$ cat config.mk
export PLATFORM = sky130hd
export DESIGN_NAME = alien_free_direction
export DESIGN_NICKNAME = d
export VERILOG_FILES = /design/src/rtl/digger_pkg.sv /design/src/rtl/grid_neighbor_addr.sv /design/src/rtl/alien_free_direction.sv
export SDC_FILE = /design/constraint.sdc
export NUM_CORES = 1
export LEC_CHECK = 0
export ABC_AREA = 1
export ABC_CLOCK_PERIOD_IN_PS = 4400
export CAP_MARGIN = 20
export CORE_MARGIN = 3
export CORE_UTILIZATION = 55
export CTS_CLUSTER_DIAMETER = 40
export CTS_CLUSTER_SIZE = 30
export DETAILED_ROUTE_END_ITERATION = 10
export HOLD_SLACK_MARGIN = 0.05
export PLACE_DENSITY = 0.84
export REMOVE_ABC_BUFFERS = 1
export SKIP_CTS_REPAIR_TIMING = 1
export SYNTH_ARGS = -nofsm -noshare
export SYNTH_HDL_FRONTEND = slang
export SYNTH_SLANG_ARGS = --single-unit
$ cat constraint.sdc
create_clock -name clk -period 4.4 [get_ports clk]
set_clock_uncertainty 0.15 [all_clocks]
set_input_delay 0.88 -clock clk [delete_from_list [all_inputs] [get_ports clk]]
set_output_delay 0.88 -clock clk [all_outputs]
set_load 0.01 [all_outputs]
$ cat src/rtl/digger_pkg.sv
// Shared constants for the digger game logic: map geometry, mover direction codes
// and the bit layout of the free_direction vector.
package digger_pkg;

  localparam int unsigned BLOCK_SHIFT = 5;
  localparam int unsigned GRID_COLS   = 20;
  localparam int unsigned GRID_ROWS   = 15;

  // Mover's 2-bit direction encoding.
  localparam logic [1:0] UP    = 2'd0;
  localparam logic [1:0] RIGHT = 2'd1;
  localparam logic [1:0] DOWN  = 2'd2;
  localparam logic [1:0] LEFT  = 2'd3;

  // Bit positions inside free_direction.
  localparam logic [1:0] FD_UP_BIT    = 2'd3;
  localparam logic [1:0] FD_RIGHT_BIT = 2'd2;
  localparam logic [1:0] FD_DOWN_BIT  = 2'd1;
  localparam logic [1:0] FD_LEFT_BIT  = 2'd0;

  localparam logic [3:0] FD_HORIZ = 4'b0101;
  localparam logic [3:0] FD_VERT  = 4'b1010;

  typedef enum logic [2:0] {
    StIdle,
    StLatch,
    StRdUp,
    StRdRight,
    StRdDown,
    StRdLeft,
    StWait,
    StDone
  } fd_state_e;

  function automatic logic [1:0] dir_to_bit(input logic [1:0] dir);
    logic [1:0] b;
    unique case (dir)
      UP:      b = FD_UP_BIT;
      RIGHT:   b = FD_RIGHT_BIT;
      DOWN:    b = FD_DOWN_BIT;
      default: b = FD_LEFT_BIT;
    endcase
    return b;
  endfunction

endpackage

$ cat src/rtl/grid_neighbor_addr.sv
// Combinational neighbour-cell lookup: returns the map address of the cell next to
// (col,row) in direction dir, plus an in-grid flag. ALIEN_FREEDIR_WRAP_EN wraps left/right.
module grid_neighbor_addr
  import digger_pkg::*;
#(
  parameter int unsigned GRID_COLS = digger_pkg::GRID_COLS,
  parameter int unsigned GRID_ROWS = digger_pkg::GRID_ROWS
) (
  input  logic [5:0] col,
  input  logic [5:0] row,
  input  logic [1:0] dir,
  output logic [8:0] addr,
  output logic       in_grid
);

  localparam logic [5:0] LastCol = 6'(GRID_COLS - 1);
  localparam logic [5:0] LastRow = 6'(GRID_ROWS - 1);
  localparam logic [8:0] ColsW   = 9'(GRID_COLS);

  logic [5:0] ncol;
  logic [5:0] nrow;

  // Range check happens here so the multiply only ever sees legal coordinates.
  always_comb begin
    ncol    = col;
    nrow    = row;
    in_grid = 1'b1;
    unique case (dir)
      UP: begin
        if (row == 6'd0) in_grid = 1'b0;
        else             nrow = row - 6'd1;
      end
      DOWN: begin
        if (row >= LastRow) in_grid = 1'b0;
        else                nrow = row + 6'd1;
      end
      RIGHT: begin
        if (col >= LastCol) begin
`ifdef ALIEN_FREEDIR_WRAP_EN
          ncol = 6'd0;
`else
          in_grid = 1'b0;
`endif
        end else begin
          ncol = col + 6'd1;
        end
      end
      default: begin
        if (col == 6'd0) begin
`ifdef ALIEN_FREEDIR_WRAP_EN
          ncol = LastCol;
`else
          in_grid = 1'b0;
`endif
        end else begin
          ncol = col - 6'd1;
        end
      end
    endcase
  end

  assign addr = in_grid ? (9'(nrow) * ColsW + 9'(ncol)) : 9'd0;

endmodule

$ cat src/rtl/alien_free_direction.sv
// Per-frame tunnel probe producing the alien's passable-direction vector.
// Optional ALIEN_FREEDIR_WRAP_EN (in grid_neighbor_addr) wraps the horizontal map edges.
module alien_free_direction
  import digger_pkg::*;
#(
  parameter int unsigned BLOCK_SHIFT    = digger_pkg::BLOCK_SHIFT,
  parameter int unsigned GRID_COLS      = digger_pkg::GRID_COLS,
  parameter int unsigned GRID_ROWS      = digger_pkg::GRID_ROWS,
  parameter int unsigned MAP_RD_LATENCY = 1
) (
  input  logic               clk,
  input  logic               reset,
  input  logic               startOfFrame,
  input  logic signed [10:0] topLeftX,
  input  logic signed [10:0] topLeftY,
  output logic               map_rd_en,
  output logic [8:0]         map_addr,
  input  logic               map_rdata,
  output logic [3:0]         free_direction,
  output logic               dir_valid,
  output logic               busy
);

  localparam int unsigned L = MAP_RD_LATENCY;
  localparam logic [10:0] AlignMask = 11'((1 << BLOCK_SHIFT) - 1);

  fd_state_e state_q, state_d;

  logic signed [10:0] x_q, y_q;
  logic [10:0]        x_cell, y_cell;
  logic               off_grid, align_x, align_y;

  logic [1:0] nb_dir;
  logic [8:0] nb_addr;
  logic       nb_in_grid;
  logic       issue;

  logic [3:0] res_q, res_d;
  logic [L:0] tag_vld_q;
  logic [1:0] tag_dir_q [L+1];
  logic       pending;

  logic [8:0] map_addr_q;
  logic [3:0] free_dir_q;
  logic       dir_valid_q;

  assign x_cell   = 11'($unsigned(x_q) >> BLOCK_SHIFT);
  assign y_cell   = 11'($unsigned(y_q) >> BLOCK_SHIFT);
  assign off_grid = x_q[10] | y_q[10] | (x_cell >= 11'(GRID_COLS)) | (y_cell >= 11'(GRID_ROWS));
  assign align_x  = ($unsigned(x_q) & AlignMask) == 11'd0;
  assign align_y  = ($unsigned(y_q) & AlignMask) == 11'd0;

  grid_neighbor_addr #(
    .GRID_COLS (GRID_COLS),
    .GRID_ROWS (GRID_ROWS)
  ) u_grid_neighbor_addr (
    .col     (x_cell[5:0]),
    .row     (y_cell[5:0]),
    .dir     (nb_dir),
    .addr    (nb_addr),
    .in_grid (nb_in_grid)
  );

  // Tag stage 0 is the registered strobe itself; stage L lines up with map_rdata.
  assign pending = |tag_vld_q[L-1:0];

  always_ff @(posedge clk or posedge reset) begin
    if (reset) state_q <= StIdle;
    else       state_q <= state_d;
  end

  // Each state prepares the read that is strobed during the following state.
  always_comb begin
    state_d = state_q;
    res_d   = res_q;
    issue   = 1'b0;
    nb_dir  = UP;
    unique case (state_q)
      StIdle: begin
        if (startOfFrame) state_d = StLatch;
      end
      StLatch: begin
        res_d = 4'b0000;
        if (off_grid) begin
          state_d = StDone;
        end else if (!align_x) begin
          res_d   = FD_HORIZ;
          state_d = StDone;
        end else if (!align_y) begin
          res_d   = FD_VERT;
          state_d = StDone;
        end else begin
          issue   = 1'b1;
          nb_dir  = UP;
          state_d = StRdUp;
        end
      end
      StRdUp: begin
        issue   = 1'b1;
        nb_dir  = RIGHT;
        state_d = StRdRight;
      end
      StRdRight: begin
        issue   = 1'b1;
        nb_dir  = DOWN;
        state_d = StRdDown;
      end
      StRdDown: begin
        issue   = 1'b1;
        nb_dir  = LEFT;
        state_d = StRdLeft;
      end
      StRdLeft: state_d = StWait;
      StWait: begin
        if (!pending) state_d = StDone;
      end
      StDone:  state_d = StIdle;
      default: state_d = StIdle;
    endcase
    if (tag_vld_q[L]) res_d[dir_to_bit(tag_dir_q[L])] = map_rdata;
  end

  always_ff @(posedge clk or posedge reset) begin
    if (reset) begin
      x_q         <= '0;
      y_q         <= '0;
      res_q       <= '0;
      tag_vld_q   <= '0;
      for (int k = 0; k <= L; k++) tag_dir_q[k] <= UP;
      map_addr_q  <= '0;
      free_dir_q  <= '0;
      dir_valid_q <= 1'b0;
    end else begin
      if (state_q == StIdle && startOfFrame) begin
        x_q <= topLeftX;
        y_q <= topLeftY;
      end
      res_q        <= res_d;
      tag_vld_q[0] <= issue & nb_in_grid;
      tag_dir_q[0] <= nb_dir;
      for (int k = 1; k <= L; k++) begin
        tag_vld_q[k] <= tag_vld_q[k-1];
        tag_dir_q[k] <= tag_dir_q[k-1];
      end
      if (issue && nb_in_grid) map_addr_q <= nb_addr;
      dir_valid_q <= (state_q == StDone);
      if (state_q == StDone) free_dir_q <= res_q;
    end
  end

  assign map_rd_en      = tag_vld_q[0];
  assign map_addr       = map_addr_q;
  assign free_direction = free_dir_q;
  assign dir_valid      = dir_valid_q;
  assign busy           = (state_q != StIdle);

endmodule
; Yosys cells after proc, flatten, opt, wreduce, memory -nomap -nowiden
; Cells that the tools add are included.
[word_totals]
regBits = 49
input_bits = 26
word_cells = 86
[classes]
add_sub_neg = 5
mul = 1
n_lt_le_gt_ge = 6
n_eq_ne = 13
n_mux = 33
n_bitwise = 4
reduce_logical = 14
[op_table]
columns = op, count
row1 = $mux 6, 4
row2 = $pmux 3 s8, 1
row3 = $pmux 6 s2, 2
row4 = $logic_not 11->1, 2
row5 = $mux 4, 5
row6 = $mux 3, 5
row7 = $add 6x1->6 const B, 2
row8 = $eq 3x3->1 const B, 4
row9 = $ge 6x4->1 const B, 2
row10 = $ge 6x5->1 const B, 2
row11 = $logic_not 6->1, 2
row12 = $pmux 2 s3, 2
row13 = $sub 6x1->6 const B, 2
row14 = $add 9x6->9, 1
row15 = $mux 9, 1
row16 = $mux 1, 8
row17 = $mul 6x3->7 const B, 1
row18 = $eq 3x2->1 const B, 2
row19 = $bwmux 4, 1
row20 = $eq 2x1->1 const B, 2
row21 = $eq 2x2->1 const B, 2
row22 = $logic_not 2->1, 2
row23 = $ne 2x2->1 const B, 2
row24 = $eq 3x1->1 const B, 1
row25 = other kinds (14), 18

; Depth between registers and ports, before layout
[logic_depth]
word_depth = 9
depth_mapped = 22
ltp_nobuf = 21

; Cells and area by module
; A second synthesis with hierarchy kept.
[hier_totals]
cells_unflattened = 368
area_unflattened_um2 = 3164.3
[modules_own_cells]
columns = mod, n_inst, cells_per_inst, area_each_um2, seq_area_each_um2
row1 = alien_free_direction, 1, 205, 2170.8, 1226.2
row2 = grid_neighbor_addr, 1, 163, 993.5, 0.0

; Worst setup path after synthesis
; OpenSTA, ideal clock, no wires.
[synth_path]
path_kind = reg2reg
start = reg y_q[5]
end = reg map_addr_q[7] (netlist: map_addr[7])
setup_ps = 117
arrival_time_ps = 3021
path_slack_ps = 1112
stages_incl_launch_ff = 16
path_buffers = 0
synth_period_minus_slack_ps = 3288
path_cell_list = dfrtp_1 inv_1 ha_1 nand2_1 o21ai_2 nand2_2 o21ai_0 ha_1 ha_1 fa_1 nand2_1 or2_2 o2111ai_1 nand2_1 nor2_2 nor2_1
[synth_between]
elab_chain_cells = 6
elab_cells_between_ends = 18
[synth_rtl]
columns = element, line_no
row1 = start: declaration, alien_free_direction.sv:29  ; logic signed [10:0] x_q, y_q;
row2 = start signal: assignment, alien_free_direction.sv:136  ; y_q <= topLeftY;
row3 = $add 6x1->6 (tied with other cells), grid_neighbor_addr.sv:35  ; else nrow = row + 6'd1;
row4 = $mux 6 (on tied branches), "grid_neighbor_addr.sv:34, grid_neighbor_addr.sv:30"
row5 = $pmux 6 s2, grid_neighbor_addr.sv:28  ; unique case (dir)
row6 = $mul 6x3->7, grid_neighbor_addr.sv:62  ; assign addr = in_grid ? (9'(nrow) * ColsW + 9'(ncol)) : 9'd0;
row7 = $add 9x6->9, grid_neighbor_addr.sv:62
row8 = $mux 9, grid_neighbor_addr.sv:62
row9 = end signal: assignment, alien_free_direction.sv:145  ; if (issue && nb_in_grid) map_addr_q <= nb_addr;
row10 = end: declaration, alien_free_direction.sv:43  ; logic [8:0] map_addr_q;
; Parallel ways exist; a longest one is shown, timed or not.
; A chain may end at the register's enable or synchronous reset.

; Worst setup path after layout
; Ends and elaborated chain as after synthesis.

==> qor.csv <==
metric;value;unit
status;finished, final reports clean;
worst-endpoint-arrival;3720;ps
clock.fmax;275;MHz
avgViaCountPerCell;5.16;
synth-edff-count;0;
end_kind;flip-flop;
clk_latency;300;ps
vias;2445;
netlist_instances;360;
port_buffers;41;
antenna-diode-count;0;
finalHoldViolations;0;
drc_errors;0;
most-common-layout-cells;nand2_1 (63), dfrtp_1 (49), nor2_1 (48), inv_1 (46), clkdlybuf4s50_1 (41);
drv_slew;0;
fp.dieW;79.2;um
synth_flop_cell;dfrtp_1;
grt_pass1_wl;10.4;mm
ys_seq_elements;49;
wl_per_cell;12.3;um
cts-root-buf;clkbuf_8;
pin_count;42;
overflow;0;
relSlewSlack;59.3;%
grtUsageTotal;20.6;%
synth-seq-area-share;41.6;%
hp-class;reg2reg;
grt_max_degree;50;
start_kind;flip-flop;
cts_tree;yes;
dieArea;0.00627;sq mm
critPathKind;reg2reg;
die_h;79.2;um
place_congestion;0.909;
postRouteAntennaNets;0;
drtIter0Drc;160;
worst_slew_pin_slew;608;ps
drt_pass1_iterations;4;
path_max_fanout;6;
yosysWarnings;0;
design.core.area;0.00514;sq mm
met2_usage;35.7;%
htree_levels;2;
antenna_found_initial;0;
setup_violations;0;
cts_buffers;5;
final_common_cell;nand2_1;
cts.clk_slew.worst_paths;90;ps
rsz0062_at_grt;no;
dp_hpwl;4.49;mm
cts.sinks;49;
required;4480;ps
nets;447;
finalCritPeriodShare;82.6;%
yosysUniqueCellTypes;35;
drive_above_1_share;10.1;%
fin_crit;3630;ps
fin_tns_setup;0;ps
wl;5.82;mm
postSynth.asyncResetShare;100;%
busiest_layer;met2;
initial_core_util;57.3;%
syn-cell-area;0.00295;sq mm
grt_use_met1;27.2;%
grt_pass1_vias;2384;
hold_ws;207;ps
grt.met3_usage;2.95;%
synthToLayoutAreaGrowth;19.5;%
num_rows;26;
syn_area_per_cell;8.18;sq um
drv_cap;0;
clock_path_buffers;2;
fillers;476;
[per-stage QoR]
step           setup slack (ps)  utilization [%]  area [sq um]  std cells
2_1_floorplan              1110                -          2900        354
3_3_place_gp                945             66.1          3400        465
3_5_place_dp                800             66.1          3400        465
4_1_cts                     761             68.1          3500        473
5_1_grt                     440             68.5          3520        474
6_report                    767             68.5          3520        474
[synthesized netlist by cell type, types with 8 or more instances]
cell type | n | share of area, %
nand3_1 | 24 | 4.1
nand2_1 | 63 | 8.0
o21ai_0 | 11 | 1.9
dfrtp_1 | 49 | 42
ha_1 | 16 | 6.8
xor2_1 | 9 | 2.7
mux2_2 | 8 | 3.1
inv_1 | 47 | 6.0
nor2_1 | 48 | 6.1
a21oi_1 | 22 | 3.7
[cells by family (layout without fill, tap and decap cells)]
group | count (synthesis) | in the layout | synth area share, %
and+or+nand+nor | 165 | 165 | 25.3
adders and majority gates | 18 | 18 | 8.16
DFF | 49 | 49 | 41.6
xor gates and xnor gates | 12 | 12 | 3.57
muxes | 8 | 8 | 3.06
AOI/OAI and AO/OA | 53 | 53 | 10.5
buffers and inverters | 55 | 99 | 7.73
[worst max-delay path: stages (launching register included)]
cell      delay [ps]
dfrtp_1          420
inv_1            180
ha_1             240
nand2_1          100
o21ai_2          210
nand2_2          130
o21ai_0          340
ha_1             310
ha_1             220
fa_1             530
nand2_1           70
or2_2            310
o211ai_1          90
nand2_1           70
nand2_1           70
nor2_2            40
nor2_1            80
[sequential cells by signal (all words and copies together) (netlist names)]
name	count
state_q	3
tag_dir_q	4
x_q	11
map_addr	9
res_q	4
free_direction	4
y_q	11
dir_valid	1
tag_vld_q	2
[final timing paths]
check	start	end	slack (ps)	depth (start not counted)
worst max-delay path	y_q[5]$_DFFE_PP0P_	map_addr[7]$_DFFE_PP0P_	770	16
worst min-delay path	tag_dir_q[3]$_DFF_PP0_	tag_dir_q[1]$_DFF_PP0_	210	0
worst max register to register	y_q[5]$_DFFE_PP0P_	map_addr[7]$_DFFE_PP0P_	770	16
worst min register to register	tag_dir_q[3]$_DFF_PP0_	tag_dir_q[1]$_DFF_PP0_	210	0
max in group asynchronous	reset	y_q[5]$_DFFE_PP0P_	2970	3
min in group asynchronous	reset	state_q[2]$_DFFE_PP0P_	650	2
[layer usage]
metal  wire (um)  vias to the layer above
met5           0                        -
met4          57                        0
met3         299                        7
met2        2820                       65
met1        2650                     1119
li1            -                     1254
[area by class of cell]
| cell class | instances | area, sq um | share of cell area, % |
|---|---|---|---|
| Multi-Input combinational cell | 256 | 1490 | 42.4 |
| Clock buffer | 6 | 82.6 | 2.35 |
| Timing Repair Buffer | 42 | 430 | 12.2 |
| Tap cell | 70 | 87.6 | 2.49 |
| Sequential cell | 49 | 1230 | 34.8 |
| Clock inverter | 2 | 17.5 | 0.498 |
| Inverter | 49 | 184 | 5.23 |
Power is not shown: default switching activity piles up to over one toggle a cycle in this logic, so the estimate is an artifact.
